### src/rtl/ram_port_arbiter.sv
// ram_port_arbiter: shares one single-ported, byte-addressed RAM between an
// instruction-side requester (port 0) and a data-side requester (port 1).
// Each port uses a req/ack handshake. Ports are granted round-robin. The
// arbiter drives the RAM's active-low strobes, waits out mem_hold on reads,
// and returns read data or an error for every transaction.
module ram_port_arbiter #(
  parameter int unsigned MAX_WAIT      = 16,            // read hold cycles tolerated, >= 1
  parameter logic [31:0] START_ADDRESS = 32'h1001_0000, // lowest legal byte address
  parameter int unsigned MEM_BYTES     = 128            // RAM size in bytes
) (
  input  logic        clk,
  input  logic        reset,

  // Port 0: instruction fetch / I-cache refill
  input  logic        p0_req,
  input  logic        p0_we,
  input  logic        p0_bw,
  input  logic [31:0] p0_addr,
  input  logic [31:0] p0_wdata,
  output logic        p0_ack,
  output logic        p0_err,
  output logic [31:0] p0_rdata,

  // Port 1: data / D-cache
  input  logic        p1_req,
  input  logic        p1_we,
  input  logic        p1_bw,
  input  logic [31:0] p1_addr,
  input  logic [31:0] p1_wdata,
  output logic        p1_ack,
  output logic        p1_err,
  output logic [31:0] p1_rdata,

  // RAM side
  output logic [31:0] mem_addr,
  output logic [31:0] mem_wdata,
  output logic        mem_data_oe,
  input  logic [31:0] mem_rdata,
  output logic        mem_ce_n,
  output logic        mem_oe_n,
  output logic        mem_we_n,
  output logic        mem_bw,
  input  logic        mem_hold
);

  typedef enum logic [1:0] {
    IDLE,
    ACCESS,
    RESP
  } state_t;

  // The wait counter only needs to reach MAX_WAIT-1: the cycle that would
  // make it MAX_WAIT is the one that aborts the read.
  localparam int unsigned       WAIT_W    = (MAX_WAIT < 2) ? 1 : $clog2(MAX_WAIT);
  localparam logic [WAIT_W-1:0] WAIT_LAST = WAIT_W'(MAX_WAIT - 1);

  // Legal window, widened to 33 bits so addr+3 cannot wrap near 32'hFFFFFFFF.
  localparam logic [32:0] RANGE_LO = {1'b0, START_ADDRESS};
  localparam logic [32:0] RANGE_HI = {1'b0, START_ADDRESS} + 33'(MEM_BYTES);

  // ---------------------------------------------------------------------------
  // State and registered outputs
  // ---------------------------------------------------------------------------
  state_t            r_state;
  logic              r_last_grant;   // port granted most recently
  logic              r_grant;        // port owning the current transaction
  logic [1:0]        r_mask;         // blocks the just-served port for one IDLE cycle
  logic              r_we;           // latched direction of the current transaction
  logic [WAIT_W-1:0] r_wait_cnt;

  logic              r_p0_ack;
  logic              r_p0_err;
  logic [31:0]       r_p0_rdata;
  logic              r_p1_ack;
  logic              r_p1_err;
  logic [31:0]       r_p1_rdata;

  logic [31:0]       r_mem_addr;
  logic [31:0]       r_mem_wdata;
  logic              r_mem_data_oe;
  logic              r_mem_ce_n;
  logic              r_mem_oe_n;
  logic              r_mem_we_n;
  logic              r_mem_bw;

  // ---------------------------------------------------------------------------
  // Combinational decode
  // ---------------------------------------------------------------------------
  logic [1:0]        w_req;          // requests eligible this cycle
  logic              w_sel;          // port that would be granted now
  logic              w_we;
  logic              w_bw;
  logic [31:0]       w_addr;
  logic [31:0]       w_wdata;
  logic [32:0]       w_addr_ext;
  logic              w_in_range;
  logic              w_capture;      // read finishes with data this cycle
  logic              w_timeout;      // read gives up this cycle
  logic              w_access_done;  // ACCESS ends on the coming edge

  // Pick the winning port, mux its request fields and range-check the address.
  always_comb begin
    // NOTE: every signal gets a value before any branch, so no path through
    // this block can leave one unassigned and infer a latch.
    w_req = {p1_req, p0_req} & ~r_mask;
    w_sel = 1'b0;
    case (w_req)
      2'b10:   w_sel = 1'b1;
      2'b11:   w_sel = ~r_last_grant;
      default: w_sel = 1'b0;
    endcase

    w_we       = w_sel ? p1_we    : p0_we;
    w_bw       = w_sel ? p1_bw    : p0_bw;
    w_addr     = w_sel ? p1_addr  : p0_addr;
    w_wdata    = w_sel ? p1_wdata : p0_wdata;

    w_addr_ext = {1'b0, w_addr};
    w_in_range = (w_addr_ext >= RANGE_LO) && ((w_addr_ext + 33'd3) < RANGE_HI);
  end

  // Decide how the ACCESS cycle ends. Writes always finish after one cycle;
  // mem_hold only matters for reads.
  always_comb begin
    w_capture     = !r_we && !mem_hold;
    w_timeout     = !r_we &&  mem_hold && (r_wait_cnt == WAIT_LAST);
    w_access_done = r_we || w_capture || w_timeout;
  end

  // ---------------------------------------------------------------------------
  // Transaction FSM with registered RAM strobes and port responses
  // ---------------------------------------------------------------------------
  // Sequence IDLE -> ACCESS -> RESP (or IDLE -> RESP for a rejected address).
  always_ff @(posedge clk) begin
    if (reset) begin
      r_state       <= IDLE;
      r_last_grant  <= 1'b1;          // port 0 wins the first tie
      r_grant       <= 1'b0;
      r_mask        <= 2'b00;
      r_we          <= 1'b0;
      r_wait_cnt    <= '0;

      r_p0_ack      <= 1'b0;
      r_p0_err      <= 1'b0;
      r_p0_rdata    <= '0;
      r_p1_ack      <= 1'b0;
      r_p1_err      <= 1'b0;
      r_p1_rdata    <= '0;

      r_mem_addr    <= '0;
      r_mem_wdata   <= '0;
      r_mem_data_oe <= 1'b0;
      r_mem_ce_n    <= 1'b1;
      r_mem_oe_n    <= 1'b1;
      r_mem_we_n    <= 1'b1;
      r_mem_bw      <= 1'b0;
    end else begin
      // NOTE: non-blocking assignments throughout: every register here sees
      // the pre-edge value of every other, whatever the statement order.
      // Ack/err are one-cycle pulses; they drop unless set below.
      r_p0_ack <= 1'b0;
      r_p0_err <= 1'b0;
      r_p1_ack <= 1'b0;
      r_p1_err <= 1'b0;

      case (r_state)
        IDLE: begin
          r_mask <= 2'b00;
          if (|w_req) begin
            r_grant      <= w_sel;
            r_last_grant <= w_sel;
            r_we         <= w_we;
            r_wait_cnt   <= '0;
            if (w_in_range) begin
              r_state    <= ACCESS;
              r_mem_addr <= w_addr;
              r_mem_bw   <= w_bw;
              r_mem_ce_n <= 1'b0;
              if (w_we) begin
                r_mem_we_n    <= 1'b0;
                r_mem_data_oe <= 1'b1;
                r_mem_wdata   <= w_wdata;
              end else begin
                r_mem_oe_n    <= 1'b0;
              end
            end else begin
              // Rejected: answer straight away without touching the RAM.
              r_state  <= RESP;
              r_p0_ack <= ~w_sel;
              r_p1_ack <=  w_sel;
              r_p0_err <= ~w_sel;
              r_p1_err <=  w_sel;
            end
          end
        end

        ACCESS: begin
          if (w_access_done) begin
            r_state       <= RESP;
            r_mem_ce_n    <= 1'b1;
            r_mem_oe_n    <= 1'b1;
            r_mem_we_n    <= 1'b1;
            r_mem_data_oe <= 1'b0;
            r_p0_ack      <= ~r_grant;
            r_p1_ack      <=  r_grant;
            r_p0_err      <= ~r_grant & w_timeout;
            r_p1_err      <=  r_grant & w_timeout;
            if (w_capture) begin
              if (r_grant) r_p1_rdata <= mem_rdata;
              else         r_p0_rdata <= mem_rdata;
            end
          end else begin
            r_wait_cnt <= r_wait_cnt + WAIT_W'(1);
          end
        end

        RESP: begin
          // The ack is visible this cycle; keep its port out of the next IDLE
          // cycle so a req still high from this transaction is not re-granted.
          r_state <= IDLE;
          r_mask  <= r_grant ? 2'b10 : 2'b01;
        end

        default: r_state <= IDLE;
      endcase
    end
  end

  // ---------------------------------------------------------------------------
  // Output ports
  // ---------------------------------------------------------------------------
  assign p0_ack      = r_p0_ack;
  assign p0_err      = r_p0_err;
  assign p0_rdata    = r_p0_rdata;
  assign p1_ack      = r_p1_ack;
  assign p1_err      = r_p1_err;
  assign p1_rdata    = r_p1_rdata;

  assign mem_addr    = r_mem_addr;
  assign mem_wdata   = r_mem_wdata;
  assign mem_data_oe = r_mem_data_oe;
  assign mem_ce_n    = r_mem_ce_n;
  assign mem_oe_n    = r_mem_oe_n;
  assign mem_we_n    = r_mem_we_n;
  assign mem_bw      = r_mem_bw;

endmodule
### config.mk
export PLATFORM = sky130hd
export DESIGN_NAME = ram_port_arbiter
export DESIGN_NICKNAME = d
export VERILOG_FILES = /design/src/rtl/ram_port_arbiter.sv
export SDC_FILE = /design/constraint.sdc
export NUM_CORES = 1
export LEC_CHECK = 0
export BUFFER_PORTS_ARGS = -buffer_cell sky130_fd_sc_hd__buf_2
export CORE_MARGIN = 3
export CORE_UTILIZATION = 43
export CTS_BUF_LIST = sky130_fd_sc_hd__clkbuf_16
export DETAILED_ROUTE_END_ITERATION = 10
export PLACE_DENSITY = 0.77
export SETUP_SLACK_MARGIN = 0.3
export SYNTH_ARGS = -nofsm -noshare
export SYNTH_HDL_FRONTEND = slang
export SYNTH_SLANG_ARGS = --single-unit
### constraint.sdc
create_clock -name clk -period 2.95 [get_ports clk]
set_input_delay 0.295 -clock clk [delete_from_list [all_inputs] [get_ports clk]]
set_output_delay 0.295 -clock clk [all_outputs]
set_load 0.02 [all_outputs]
Word-level counts from Yosys, hierarchy flattened
Cells that the tools add are included.

Register bits after elaboration: 148. Latch bits: 0. Memory bits (writable): 0. Bits in read-only memories: 0. Input bits: 169. Output and inout bits: 137. Logic and storage cells: 106. Memories kept: 0.

$add $sub $neg: 2. Multiply operators: 0. Divide/modulo/power cells: 0. Magnitude comparators: 2. Eq/ne operators: 11. Shift operators: 0. Multiplexer cells: 43. Bitwise logic cells: 7. Reduce and logical (&&, ||, !) cells: 22.

Operators by type and width (number): two-way mux 32 bit (2); adder 32 x 2 -> 33 bit (second input constant) (1); less-than comparator 33 x 29 -> 1 bit (second input constant) (1); >= comparator 32 x 29 -> 1 bit (second input constant) (1); two-way mux 1 bit (23); one-hot mux 1 bit (2 select lines) (9); AND reduction 4 bit (4); inequality test 2 bit (second input constant) (6); AND reduction 5 bit (2); two-way mux 2 bit (4); two-way mux 4 bit (2); one-hot mux 2 bit (2 select lines) (2); one-hot mux 4 bit (2 select lines) (1); == test 2 bit (second input constant) (3); AND reduction 3 bit (2); adder 4 x 1 -> 4 bit (second input constant) (1); == test 4 bit (second input constant) (1); logical AND 1 bit (4); AND reduction 2 bit (2); nonzero test 2 bit (2); inverter 1 bit (3); bitwise AND 1 bit (2); bitwise AND 2 bit (1); == test 2 x 1 -> 1 bit (second input constant) (1); 5 further kinds (7).

Depth between registers and ports, before layout
Depth in word-level cells: 11. Gate-level depth with buffers: 13. Mapped depth without buffers: 9.

Least setup slack after synthesis
OpenSTA, ideal clock, no wires.

Path type: register to register. Start: register r_mask[0]. End: register r_mem_wdata[16], in the netlist mem_wdata[16]. Setup time: 0.115 ns. Data arrival time: 2.798 ns. Required time: 2.835 ns. Setup slack: 0.038 ns. Stages on the path, launching flop included: 13. Buffers on the path: 3. Clock period less this slack: 2.912 ns. Path through: dfxtp_1 -> and3b_1 -> or4_1 -> a222oi_1 -> buf_4 -> o21a_1 -> o221ai_2 -> nor4_1 -> o2111a_2 -> buf_4 -> buf_6 -> a41oi_1 -> o21a_1.

Cells in the longest elaborated chain, start to end: 9. Elaborated cells between the ends (all ways): 14. Those cells by class: add/sub: 1; order compare: 2; eq/ne: 2; mux: 4; bitwise: 2; reduce/logical: 3.

Ends and longest elaborated chain: start, declared (RTL line 67) `logic [1:0] r_mask;`; start signal, assigned (RTL line 221) `r_mask <= r_grant ? 2'b10 : 2'b01;`; inverter 2 bit (*) (RTL line 105) `w_req = {p1_req, p0_req} & ~r_mask;`; bitwise AND 2 bit (*) (RTL line 105); == test 2 bit (RTL line 107) `case (w_req)`; one-hot mux 1 bit (2 select lines) (RTL line 107); two-way mux 32 bit (RTL line 115) `w_addr = w_sel ? p1_addr : p0_addr;`; adder 32 x 2 -> 33 bit (RTL line 119) `w_in_range = (w_addr_ext >= RANGE_LO) && ((w_addr_ext + 33'd3) < RANGE_HI);`; less-than comparator 33 x 29 -> 1 bit (RTL line 119); logical AND 1 bit (RTL line 119); AND reduction 4 bit (no source line); end signal, assigned (RTL line 182) `r_mem_wdata <= w_wdata;`; end, declared (RTL line 79) `logic [31:0] r_mem_wdata;`.

Mark *: on every way between the ends. The rest lies on a longest branch, timed or not. A chain may end at the register's enable or synchronous reset.

Worst setup path in the final report
Start: register r_last_grant. End: register r_mem_wdata[25], in the netlist mem_wdata[25].

Cells in the longest elaborated chain, start to end: 7. Elaborated cells between the ends (all ways): 10. Those cells by class: add/sub: 1; order compare: 2; mux: 4; bitwise: 1; reduce/logical: 2.

Ends and longest elaborated chain: start, declared (RTL line 65) `logic r_last_grant;`; start signal, assigned (RTL line 171) `r_last_grant <= w_sel;`; inverter 1 bit (*) (RTL line 109) `2'b11: w_sel = ~r_last_grant;`; one-hot mux 1 bit (2 select lines) (*) (RTL line 107); two-way mux 32 bit (RTL line 115); adder 32 x 2 -> 33 bit (RTL line 119); less-than comparator 33 x 29 -> 1 bit (RTL line 119); logical AND 1 bit (RTL line 119); AND reduction 4 bit (no source line).

Marked as above.

==> impl_metrics.env <==
export IMPL_status="complete, but fails checks"
export IMPL_violations="setup timing"
export IMPL_path_clk_slew_ns=0.06
export IMPL_vias_per_cell=5.35
export IMPL_drive_gt1_share_pct=40.0
export IMPL_comb_power_share_pct=12.9
export IMPL_cp_cell_sequence="and3b_2 -> or4_1 -> a222oi_1 -> buf_4 -> buf_4 -> nand3_1 -> xnor2_1 -> nor2_1 -> o2111a_2 -> and2_4 -> clkbuf_16 -> o21a_1"
export IMPL_antenna_found_initial=0
export IMPL_cp_slowest_cell="or4_1"
export IMPL_final_cell_mix="buf_2 (304), nand2_1 (174), dfxtp_1 (146)"
export IMPL_cp_end_kind="flop"
export IMPL_overflow=0
export IMPL_fin_nets=1296
export IMPL_initial_core_util_pct=44.0
export IMPL_syn_area_per_cell_um2=8.41
export IMPL_yosys_area_share_adder_pct=0.186
export IMPL_cts_tree="yes"
export IMPL_dp_cells=1307
export IMPL_switching_power_mw=1.24
export IMPL_rsz0062_at_grt="yes"
export IMPL_post_route_drc_count=0
export IMPL_portBuffers=305
export IMPL_ant_nets=0
export IMPL_nFillCells=1310
export IMPL_synth_seq_cells=148
export IMPL_criticalPathCategory="flop to flop"
export IMPL_synth_nets=968
export IMPL_multiInputGateArea_mm2=0.00378
export IMPL_layout_cells_non_filler=1350
export IMPL_synth_compound_area_share_pct=21.2
export IMPL_synthMuxAreaShare_pct=6.17
export IMPL_pwr_share_clk_pct=43.3
export IMPL_final_common_cell="buf_2"
export IMPL_synth_top_family_by_area="simple AND/OR/NAND/NOR gates"
export IMPL_ys_warnings_count=0
export IMPL_post_drt_wl_per_cell_um=16.0
export IMPL_grt_pass1_vias=6605
export IMPL_p_leak_nw=4.35
export IMPL_drv_slew=0
export IMPL_switching_share_pct=26.9
export IMPL_postSynthCellCount=798
export IMPL_syn_area_mm2=0.00671
export IMPL_core_area_mm2=0.0153
export IMPL_fin_tns_setup_ns=-9.93
export IMPL_final_hold_viol_count=0
export IMPL_timing_hold_ws_ns=0.126
export IMPL_ir_worst_vdd_mv=0.371
export IMPL_ys_flop_type="dfxtp_1"
export IMPL_slew_limit_headroom_pct=58.5
export IMPL_synth_async_sr_flop_share_pct=0
export IMPL_fmax_mhz=320
export IMPL_synthXorXnorAreaFrac_pct=2.35
export IMPL_track_usage_pct=23.4
export IMPL_fp_dieH_um=131
export IMPL_synth_cell_types=52
export IMPL_worstMarginPinSlew_ns=0.622
export IMPL_io_pins=306
export IMPL_fin_skew_ns=0.0137
export IMPL_cts_sinks=148
export IMPL_worstPathRequired_ns=3.30
export IMPL_pwr_share_seq_pct=43.8
export IMPL_place_gp_congestion=0.906
export IMPL_clock_tree_buffer_depth=2
export IMPL_post_route_min_period_ns=3.13
export IMPL_finalWorstSetupSlack_ns=-0.175
export IMPL_finalInstanceArea_mm2=0.00973
export IMPL_finalSetupViolations=72
export IMPL_drtIter0Drc=332
export IMPL_hold_buffers=0
export IMPL_intPower_mw=3.36
export IMPL_clkLatencyLatePin_ns=0.41
export IMPL_die_width_um=131
export IMPL_regArea_mm2=0.00297
export IMPL_critPathArrivalTime_ns=3.48
export IMPL_yosysSeqAreaShare_pct=44.1
export IMPL_cp_max_fo=6
export IMPL_grt_max_degree=63
export IMPL_dpl_hpwl_um=15400
export IMPL_die_area_mm2=0.0171
export IMPL_grt_pass1_wl_um=32400
export IMPL_numCtsBuffers=17
export IMPL_dpl_instance_area_mm2=0.00883
export IMPL_synth_edf_count=0
export IMPL_hp_class="primary input to flop"
export IMPL_vias=7227
export IMPL_start_kind="flop"
export IMPL_htree_num_levels=4
export IMPL_fp_row_count=45
export IMPL_diodes=0
export IMPL_fin_crit_sh_pct=106
export IMPL_drv_cap=0
export IMPL_crit_top_cell="buf_4"
export IMPL_root_buffer="clkbuf_16"
export IMPL_p_per_area_mw_per_mm2=473
export IMPL_finalPower_mw=4.60
export IMPL_syn_to_final_growth_pct=44.9
export IMPL_drt_total_wl_um=21600
export IMPL_drt_pass1_iterations=5
export IMPL_yosys_area_share_simple_pct=21.5
export IMPL_slowest_delay_ns=0.47
[sequential cells by signal (all words and copies together) (netlist names), 2 cells and up]
name        flops
mem_wdata      32
mem_addr       32
p1_rdata       32
r_state         2
p0_rdata       32
r_wait_cnt      4
r_mask          2
[worst paths after layout]
check | startpoint | cells past startpoint | endpoint | slack (ns)
max | r_last_grant | 12 | mem_wdata[25] | -0.18
min | mem_rdata[9] | 3 | p1_rdata[9] | 0.13
max reg2reg | r_last_grant | 12 | mem_wdata[25] | -0.18
min reg2reg | p0_rdata[31] | 2 | p0_rdata[31] | 0.45
[repair_timing]
| item | 4_1_cts | 5_1_grt |
|---|---|---|
| cloned | 3 | 2 |
| gates resized for setup | 37 | 8 |
| pin swaps | 10 | 4 |
| endpoints found under the setup margin | 75 | 75 |
| buffers inserted | 5 | 1 |
[layer usage]
metal,global-route usage (%),up-vias,part of all wire [%]
li1,-,3516,-
met1,30.0,3372,42
met2,39.3,306,49
met3,5.00,33,7.4
met4,8.05,0,1.9
met5,0,-,0
[critical path, delay by kind of cell, from the launching register on]
kind            cells  cell delay, ns
xor+xnor            1            0.15
compound gates      3            0.81
flops               1            0.32
buf+inv             3            0.48
simple gates        5            1.32
[per-stage QoR]
step	util [%]	worst slack (ns)
5_1_grt	63.8	-0.245
3_5_place_dp	57.9	-0.238
3_3_place_gp	57.9	-0.183
6_report	63.8	-0.175
4_1_cts	63.1	-0.0709
2_1_floorplan	-	0.125
[area by class of cell]
type | count | share of cell area [%]
multi-input combinational | 587 | 38.9
sequential | 148 | 30.5
timing repair buffer | 369 | 22.2
clock buffer | 17 | 4.37
tap | 211 | 2.71
clock inverter | 15 | 1.26
inverter | 3 | 0.116
[cell usage after synthesis (all sizes together) (3+ instances only)]
| library cell | n | area (µm²) |
|---|---|---|
| o21ai | 7 | 35.0 |
| buf | 18 | 124 |
| or4 | 3 | 22.5 |
| a41oi | 40 | 350 |
| and2 | 27 | 169 |
| a21oi | 85 | 425 |
| nand4 | 17 | 106 |
| dfxtp | 148 | 2960 |
| o21a | 43 | 323 |
| a21o | 4 | 30.0 |
| nor2 | 30 | 113 |
| xnor2 | 11 | 96.3 |
| nand2 | 178 | 668 |
| or3 | 4 | 25.0 |
| nand2b | 6 | 37.5 |
| mux2i | 38 | 380 |
| nor2b | 4 | 25.0 |
| o31ai | 5 | 37.5 |
| clkbuf | 43 | 161 |
| nand3 | 12 | 60.1 |
| nor4 | 14 | 87.6 |
| nor3 | 14 | 70.1 |
| mux2 | 3 | 33.8 |
| o2111a | 3 | 35.0 |
| inv | 3 | 11.3 |
| xor2 | 7 | 61.3 |
[power groups by stage]
stage	clock [mW]	combinational (mW)	sequential, mW
after floorplan	0	0.286	2.06
after global placement	0	0.552	2.06
after detailed placement	0	0.555	2.06
after CTS	2.03	0.584	2.02
after global routing	2.13	0.642	2.02
final	1.99	0.594	2.02
[logic make-up (layout without fill, tap and decap cells)]
| family | Yosys count | count (layout) |
|---|---|---|
| flops | 148 | 148 |
| fa+ha+maj | 1 | 1 |
| buf+inv | 64 | 404 |
| simple gates | 317 | 317 |
| xor+xnor | 18 | 18 |
| compound gates | 209 | 210 |
| mux | 41 | 41 |
Power figures use the tool's default switching activity.
